### config.mk
export PLATFORM = sky130hd
export DESIGN_NAME = bus_arb
export DESIGN_NICKNAME = d
export VERILOG_FILES = /design/src/rtl/bus_arb.sv
export SDC_FILE = /design/constraint.sdc
export NUM_CORES = 1
export LEC_CHECK = 0
export CAP_MARGIN = 30
export CORE_MARGIN = 2
export CORE_UTILIZATION = 52
export DETAILED_ROUTE_END_ITERATION = 10
export PLACE_DENSITY = 0.9
export SLEW_MARGIN = 5
export SYNTH_ARGS = -nofsm -noshare
export SYNTH_HDL_FRONTEND = slang
export SYNTH_SLANG_ARGS = --single-unit
### constraint.sdc
create_clock -name clk -period 3.4 [get_ports clk]
set_clock_uncertainty 0.1 [all_clocks]
set_input_delay 0.34 -clock clk [delete_from_list [all_inputs] [get_ports clk]]
set_output_delay 0.34 -clock clk [all_outputs]
set_load 0.05 [all_outputs]
### src/rtl/bus_arb.sv
// Two-master round-robin arbiter for a single-outstanding request/acknowledge bus.
// Optional response timeout is enabled by defining BUS_ARB_TIMEOUT_EN.
module bus_arb #(
   parameter int unsigned TIMEOUT = 32'd1048575
) (
   input  logic        clk,
   input  logic        rst,
   input  logic        m0req,
   input  logic        m0wr,
   input  logic [31:0] m0addr,
   input  logic [31:0] m0wdata,
   input  logic [3:0]  m0wstrb,
   output logic        m0ack,
   output logic        m0err,
   output logic [31:0] m0rdata,
   input  logic        m1req,
   input  logic        m1wr,
   input  logic [31:0] m1addr,
   input  logic [31:0] m1wdata,
   input  logic [3:0]  m1wstrb,
   output logic        m1ack,
   output logic        m1err,
   output logic [31:0] m1rdata,
   output logic        outreq,
   output logic        outwr,
   output logic [31:0] outaddr,
   output logic [31:0] outwdata,
   output logic [3:0]  outwstrb,
   input  logic        outack,
   input  logic        outerr,
   input  logic [31:0] outrdata
);

   typedef enum logic [0:0] {IDLE = 1'b0, BUSY = 1'b1} state_t;

   state_t      state, state_n;
   logic        pend0, pend0_n, pend1, pend1_n;
   logic        s0_wr, s0_wr_n, s1_wr, s1_wr_n;
   logic [31:0] s0_addr, s0_addr_n, s1_addr, s1_addr_n;
   logic [31:0] s0_wdata, s0_wdata_n, s1_wdata, s1_wdata_n;
   logic [3:0]  s0_wstrb, s0_wstrb_n, s1_wstrb, s1_wstrb_n;
   logic        last, last_n, cur, cur_n;
   logic        outreq_n, outwr_n;
   logic [31:0] outaddr_n, outwdata_n;
   logic [3:0]  outwstrb_n;
   logic        m0ack_n, m0err_n, m1ack_n, m1err_n;
   logic [31:0] m0rdata_n, m1rdata_n;
   logic        accept0, accept1, cand0, cand1, grant;
   logic        done, done_err;
   logic [31:0] done_data;
`ifdef BUS_ARB_TIMEOUT_EN
   logic [31:0] timer, timer_n;
`else
   logic        unused_timeout;
   assign unused_timeout = (TIMEOUT != 32'd0);
`endif

   // State register and all registered outputs.
   always_ff @(posedge clk) begin
      if (rst) begin
         state    <= IDLE;
         pend0    <= 1'b0;
         pend1    <= 1'b0;
         s0_wr    <= 1'b0;
         s0_addr  <= 32'h0;
         s0_wdata <= 32'h0;
         s0_wstrb <= 4'h0;
         s1_wr    <= 1'b0;
         s1_addr  <= 32'h0;
         s1_wdata <= 32'h0;
         s1_wstrb <= 4'h0;
         last     <= 1'b1;
         cur      <= 1'b0;
         outreq   <= 1'b0;
         outwr    <= 1'b0;
         outaddr  <= 32'h0;
         outwdata <= 32'h0;
         outwstrb <= 4'h0;
         m0ack    <= 1'b0;
         m0err    <= 1'b0;
         m0rdata  <= 32'h0;
         m1ack    <= 1'b0;
         m1err    <= 1'b0;
         m1rdata  <= 32'h0;
`ifdef BUS_ARB_TIMEOUT_EN
         timer    <= 32'h0;
`endif
      end else begin
         state    <= state_n;
         pend0    <= pend0_n;
         pend1    <= pend1_n;
         s0_wr    <= s0_wr_n;
         s0_addr  <= s0_addr_n;
         s0_wdata <= s0_wdata_n;
         s0_wstrb <= s0_wstrb_n;
         s1_wr    <= s1_wr_n;
         s1_addr  <= s1_addr_n;
         s1_wdata <= s1_wdata_n;
         s1_wstrb <= s1_wstrb_n;
         last     <= last_n;
         cur      <= cur_n;
         outreq   <= outreq_n;
         outwr    <= outwr_n;
         outaddr  <= outaddr_n;
         outwdata <= outwdata_n;
         outwstrb <= outwstrb_n;
         m0ack    <= m0ack_n;
         m0err    <= m0err_n;
         m0rdata  <= m0rdata_n;
         m1ack    <= m1ack_n;
         m1err    <= m1err_n;
         m1rdata  <= m1rdata_n;
`ifdef BUS_ARB_TIMEOUT_EN
         timer    <= timer_n;
`endif
      end
   end

   // Slot capture, arbitration, completion and next-output computation.
   always_comb begin
      state_n    = state;
      pend0_n    = pend0;
      pend1_n    = pend1;
      s0_wr_n    = s0_wr;
      s0_addr_n  = s0_addr;
      s0_wdata_n = s0_wdata;
      s0_wstrb_n = s0_wstrb;
      s1_wr_n    = s1_wr;
      s1_addr_n  = s1_addr;
      s1_wdata_n = s1_wdata;
      s1_wstrb_n = s1_wstrb;
      last_n     = last;
      cur_n      = cur;
      outreq_n   = 1'b0;
      outwr_n    = outwr;
      outaddr_n  = outaddr;
      outwdata_n = outwdata;
      outwstrb_n = outwstrb;
      m0ack_n    = 1'b0;
      m0err_n    = m0err;
      m0rdata_n  = m0rdata;
      m1ack_n    = 1'b0;
      m1err_n    = m1err;
      m1rdata_n  = m1rdata;
      grant      = 1'b0;
      done       = 1'b0;
      done_err   = 1'b0;
      done_data  = 32'h0;
`ifdef BUS_ARB_TIMEOUT_EN
      timer_n    = timer;
`endif

      // A request is only taken when its slot is empty and the master is not in service.
      accept0 = m0req & ~pend0 & ~((state == BUSY) & (cur == 1'b0));
      accept1 = m1req & ~pend1 & ~((state == BUSY) & (cur == 1'b1));

      if (accept0) begin
         pend0_n    = 1'b1;
         s0_wr_n    = m0wr;
         s0_addr_n  = m0addr;
         s0_wdata_n = m0wdata;
         s0_wstrb_n = m0wstrb;
      end else begin
         pend0_n = pend0;
      end
      if (accept1) begin
         pend1_n    = 1'b1;
         s1_wr_n    = m1wr;
         s1_addr_n  = m1addr;
         s1_wdata_n = m1wdata;
         s1_wstrb_n = m1wstrb;
      end else begin
         pend1_n = pend1;
      end

      cand0 = pend0 | accept0;
      cand1 = pend1 | accept1;

      case (state)
         IDLE: begin
            if (cand0 | cand1) begin
               grant    = (cand0 & cand1) ? ~last : cand1;
               outreq_n = 1'b1;
               cur_n    = grant;
               state_n  = BUSY;
`ifdef BUS_ARB_TIMEOUT_EN
               timer_n  = 32'(TIMEOUT);
`endif
               if (grant) begin
                  pend1_n    = 1'b0;
                  outwr_n    = accept1 ? m1wr    : s1_wr;
                  outaddr_n  = accept1 ? m1addr  : s1_addr;
                  outwdata_n = accept1 ? m1wdata : s1_wdata;
                  outwstrb_n = accept1 ? m1wstrb : s1_wstrb;
               end else begin
                  pend0_n    = 1'b0;
                  outwr_n    = accept0 ? m0wr    : s0_wr;
                  outaddr_n  = accept0 ? m0addr  : s0_addr;
                  outwdata_n = accept0 ? m0wdata : s0_wdata;
                  outwstrb_n = accept0 ? m0wstrb : s0_wstrb;
               end
            end else begin
               state_n = IDLE;
            end
         end
         BUSY: begin
            if (outack) begin
               done      = 1'b1;
               done_err  = outerr;
               done_data = outrdata;
`ifdef BUS_ARB_TIMEOUT_EN
            end else if (timer == 32'h0) begin
               done      = 1'b1;
               done_err  = 1'b1;
               done_data = 32'h0;
            end else begin
               timer_n = timer - 32'd1;
`else
            end else begin
               done = 1'b0;
`endif
            end
         end
         default: begin
            state_n = IDLE;
         end
      endcase

      if (done) begin
         state_n = IDLE;
         last_n  = cur;
         if (cur) begin
            m1ack_n   = 1'b1;
            m1err_n   = done_err;
            m1rdata_n = done_data;
         end else begin
            m0ack_n   = 1'b1;
            m0err_n   = done_err;
            m0rdata_n = done_data;
         end
      end else begin
         last_n = last;
      end
   end

endmodule

Word level (Yosys, flattened, before mapping)

Cells that the tools add are included.
W data, S select, Z words.

Bits in registers: 281
Input port bits: 176

Mux-type cells: 31
Bitwise gates (word level): 18
Reductions and logical operators: 6

Operators with widths:

| operator          | number |
|---|---|
| $mux W32          | 8 |
| $mux W1           | 20 |
| $mux W4           | 3 |
| $not A1 Y1        | 8 |
| $and A1 B1 Y1     | 7 |
| $reduce_and A2 Y1 | 3 |
| $reduce_or A2 Y1  | 3 |
| $or A1 B1 Y1      | 3 |

Longest topological paths before layout

Word-level depth: 10
Gate-level depth with buffers: 8

Worst setup path after synthesis

No wires, ideal clock.

Path kind: reg2reg
Start: reg state
End: reg outaddr[21]
Arrival: 1468 ps
Path slack: 1714 ps
Stages on the path, launching flop included: 9
Path buffers: 4
Period minus slack after synthesis: 1686 ps
Path through: dfxtp_1 buf_4 a21bo_1 buf_2 buf_6 buf_6 nor3_1 o21ai_0 a32o_1

Cells in the longest elaborated chain, start to end: 7

Ends and longest elaborated chain:

| what                                    | line     | text |
|---|---|---|
| start, declared                         | 36       | `state_t state, state_n;` |
| start signal, assigned                  | 89       | `state <= state_n;` |
| $and A1 B1 Y1, on equally long branches | 154, 155 |  |
| $not A1 Y1, on equally long branches    | 154, 155 |  |
| $and A1 B1 Y1, on equally long branches | 154, 155 |  |
| $or A1 B1 Y1, on equally long branches  | 176, 177 |  |
| $and A1 B1 Y1                           | 182      | `grant = (cand0 & cand1) ? ~last : cand1;` |
| $mux W1                                 | 182      |  |
| $mux W32                                | 189      | `if (grant) begin` |
| end signal, assigned                    | 104      | `outaddr <= outaddr_n;` |
| end, declared                           | 26       | `output logic [31:0] outaddr,` |

Several ways; a longest one is shown, not always the timed one.
A chain may end at the register's enable or synchronous reset.

Worst setup path after layout

Start: reg state
End: reg outwdata[25]

Cells in the longest elaborated chain, start to end: 7

Ends and longest elaborated chain:

| what                                    | line     | text |
|---|---|---|
| $and A1 B1 Y1, on equally long branches | 154, 155 |  |
| $not A1 Y1, on equally long branches    | 154, 155 |  |
| $and A1 B1 Y1, on equally long branches | 154, 155 |  |
| $or A1 B1 Y1, on equally long branches  | 176, 177 |  |
| $and A1 B1 Y1                           | 182      |  |
| $mux W1                                 | 182      |  |
| $mux W32                                | 189      |  |
| end signal, assigned                    | 105      | `outwdata <= outwdata_n;` |
| end, declared                           | 27       | `output logic [31:0] outwdata,` |

Several ways; a longest one is shown, not always the timed one.

==> flow_summary.json <==
{
  "outcome": "finished clean",
  "synth_top_family_by_area": "simple AND/OR/NAND/NOR gates",
  "p_switching_mw": 2.70,
  "synth_area_um2": 11300,
  "r2r_end": "outwdata[25]",
  "cts.sinks": 281,
  "ios": 314,
  "place_ws_ns": 0.756,
  "fill_cells": 1657,
  "cts-root-buf": "clkbuf_16",
  "cts_tree": "built",
  "synth_nets": 1585,
  "core_um2": 21600,
  "critPathCapture": "outwdata[25]",
  "synthMuxAreaShare_pct": 0,
  "cts_buffers": 28,
  "final.period_utilization_pct": 73.3,
  "maxCapViolCount": 0,
  "start_util_pct": 52.4,
  "end_kind": "flop",
  "dieArea_um2": 23000,
  "slew_headroom_pct": 37.1,
  "synth_xor_area_share_pct": 0,
  "area_growth_pct": 36.2,
  "row_count": 54,
  "arrival_ns": 2.86,
  "reg2reg_depth": 6,
  "yosys_warnings": 0,
  "hold_violations": 0,
  "dr.pass1.iters": 6,
  "grt_pass1_vias": 11000,
  "seq_area_frac_synth_pct": 49.7,
  "regToRegStartpoint": "state",
  "worstHoldPathCells": 3,
  "p_leak_nw": 5.57,
  "antenna_found_initial": 1,
  "via_count": 11600,
  "ctsResizeCount": 0,
  "grt_pass1_wl_mm": 56.2,
  "synth-simple-area-share_pct": 23.0,
  "p_total_mw": 8.78,
  "die_h_um": 152,
  "io_buffers": 313,
  "dp_hpwl_mm": 22.3,
  "layout_common_cells": "clkdlybuf4s50_1 (312), dfxtp_1 (280), nand2_1 (274), a21oi_1 (206), o21ai_0 (140)",
  "clk_pin_slew_ns": 0.06,
  "ant_nets": 0,
  "worstSetupPathType": "flop to flop",
  "power.density_nw_per_um2": 569,
  "critPathLaunch": "state",
  "worstHoldPathType": "primary input to flop",
  "grt-ovfl-total": 0,
  "fin_ws_ns": 0.909,
  "synth_area_per_cell_um2": 8.04,
  "die_x_um": 152,
  "mostFrequentLayoutCell": "clkdlybuf4s50_1",
  "drtIter0Drc": 1113,
  "synth_compound_area_share_pct": 22.1,
  "seqPwrFrac_pct": 42.2,
  "p_int_mw": 6.09,
  "p_sw_share_pct": 30.7,
  "p_clk_share_pct": 34.5,
  "htreeDepth": 1,
  "start_kind": "flop",
  "drv_slew": 0,
  "fin_util_pct": 71.4,
  "synthCells": 1409,
  "tightest_slew_ns": 0.944,
  "pwr-share-comb_pct": 23.3,
  "synthAdderAreaFrac_pct": 0,
  "seqCellArea_um2": 5630,
  "drcViolationCount": 0,
  "multiInputGateArea_um2": 5150,
  "cp_max_fo": 71,
  "rsz0062_at_grt": "false",
  "cts_buffer_depth": 3,
  "fin_setup_tns_ns": 0,
  "drt-total-wl_mm": 36.6,
  "wire_per_inst_um": 18.9,
  "instances_no_fill": 1939,
  "place.gp.congestion": 0.844,
  "dp.cells": 1886,
  "required_ns": 3.76,
  "setup_viol_count_final": 0,
  "fin_nets": 1814,
  "synth_seq_cells": 281,
  "track_usage_pct": 30.4,
  "rrSetupSlack_ns": 0.91,
  "clock_latency_ns": 0.53,
  "grt_max_degree": 204,
  "drive_above_1_share_pct": 4.76,
  "fin_crit_ns": 2.49,
  "synth_cell_types": 28,
  "avgViaCountPerCell": 6.00,
  "max_freq_mhz": 401,
  "ir_worst_vdd_uv": 399
}
==> routing by layer <==
| metal | global-route usage (%) | wire length (um) |
|---|---|---|
| met5 | 0 | 0 |
| met3 | 4.58 | 3270 |
| met1 | 38.7 | 13800 |
| met2 | 50.6 | 17800 |
| met4 | 14.6 | 1740 |
==> critical path, stage by stage (launching register included) <==
cell and delay [ns]:
dfxtp_1 0.58, nor2b_4 0.24, buf_4 0.63, o221ai_4 0.19, buf_4 0.32, nand3_1 0.16, a32o_1 0.19
==> registers in the layout, summed over array words and instances (netlist names), 4 cells and up <==
signal and cells:
outwdata 32, s1_addr 32, s1_wdata 32, s0_addr 32, s1_wstrb 4, outwstrb 4
m1rdata 32, s0_wstrb 4, outaddr 32, s0_wdata 32, m0rdata 32
==> power groups by stage <==
stage	Combinational, mW	Clock, mW	Sequential [mW]
after floorplan	0.825	0	4.18
after global placement	1.97	0	3.76
after detailed placement	2.01	0	3.77
after CTS	2.03	3.07	3.70
after global routing	2.18	3.19	3.73
final	2.04	3.03	3.71
==> layout make-up <==
class | instances | area share (%)
Inverter | 1 | 0.0243
Multi-Input combinational cell | 991 | 33.4
Clock buffer | 43 | 5.50
Antenna cell | 1 | 0.0162
Tap cell | 280 | 2.27
Timing Repair Buffer | 335 | 22.0
Sequential cell | 281 | 36.5
Clock inverter | 7 | 0.389
==> metrics by stage <==
stage / hold slack (ns) / instance area [um^2]
detailed placement: 0.346 / 14500
floorplan: 0.337 / 11300
CTS: 0.270 / 15400
global route: 0.291 / 15400
finish: 0.290 / 15400
global placement: 0.341 / 14500
==> synth_stat cells, drive strengths merged <==
library cell / instances / area (um^2)
o221ai: 1 / 26.3
o21a: 2 / 16.3
nor4: 1 / 12.5
a32o: 69 / 691
o21ai: 140 / 701
buf: 44 / 245
inv: 1 / 3.75
nor3: 70 / 355
nand3: 139 / 696
nor2b: 71 / 444
nand2: 274 / 1030
a21boi: 1 / 7.51
a211oi: 2 / 15.0
a21bo: 1 / 10.0
nor2: 8 / 35.0
a211o: 1 / 8.76
a21oi: 206 / 1030
nand2b: 4 / 25.0
clkbuf: 92 / 347
dfxtp: 281 / 5630
and3: 1 / 6.26
==> worst min path at each step <==
| stage | slack [ns] | startpoint | to |
|---|---|---|---|
| after floorplan | 0.34 | s1_addr[0] | s1_addr[0] |
| after global placement | 0.34 | m1rdata[13] | m1rdata[13] |
| after detailed placement | 0.35 | m0rdata[22] | m0rdata[22] |
| after CTS | 0.27 | m1addr[27] | s1_addr[27] |
| after global routing | 0.29 | outrdata[10] | m1rdata[10] |
| final | 0.29 | outrdata[8] | m0rdata[8] |
==> cell families after synthesis <==
logic type / count (synthesis)
AND/OR/NAND/NOR: 568
flip-flops: 281
buffers and inverters: 137
AO/OA/AOI/OAI: 423
==> repair_timing <==
| action | in CTS | in global routing |
|---|---|---|
| setup endpoints to repair | 0 | 0 |
| hold buffers | 1 | 0 |
| endpoints found under the hold margin | 7 | 0 |
| setup buffers | 0 | 0 |
(Power assumes the default switching activity.)
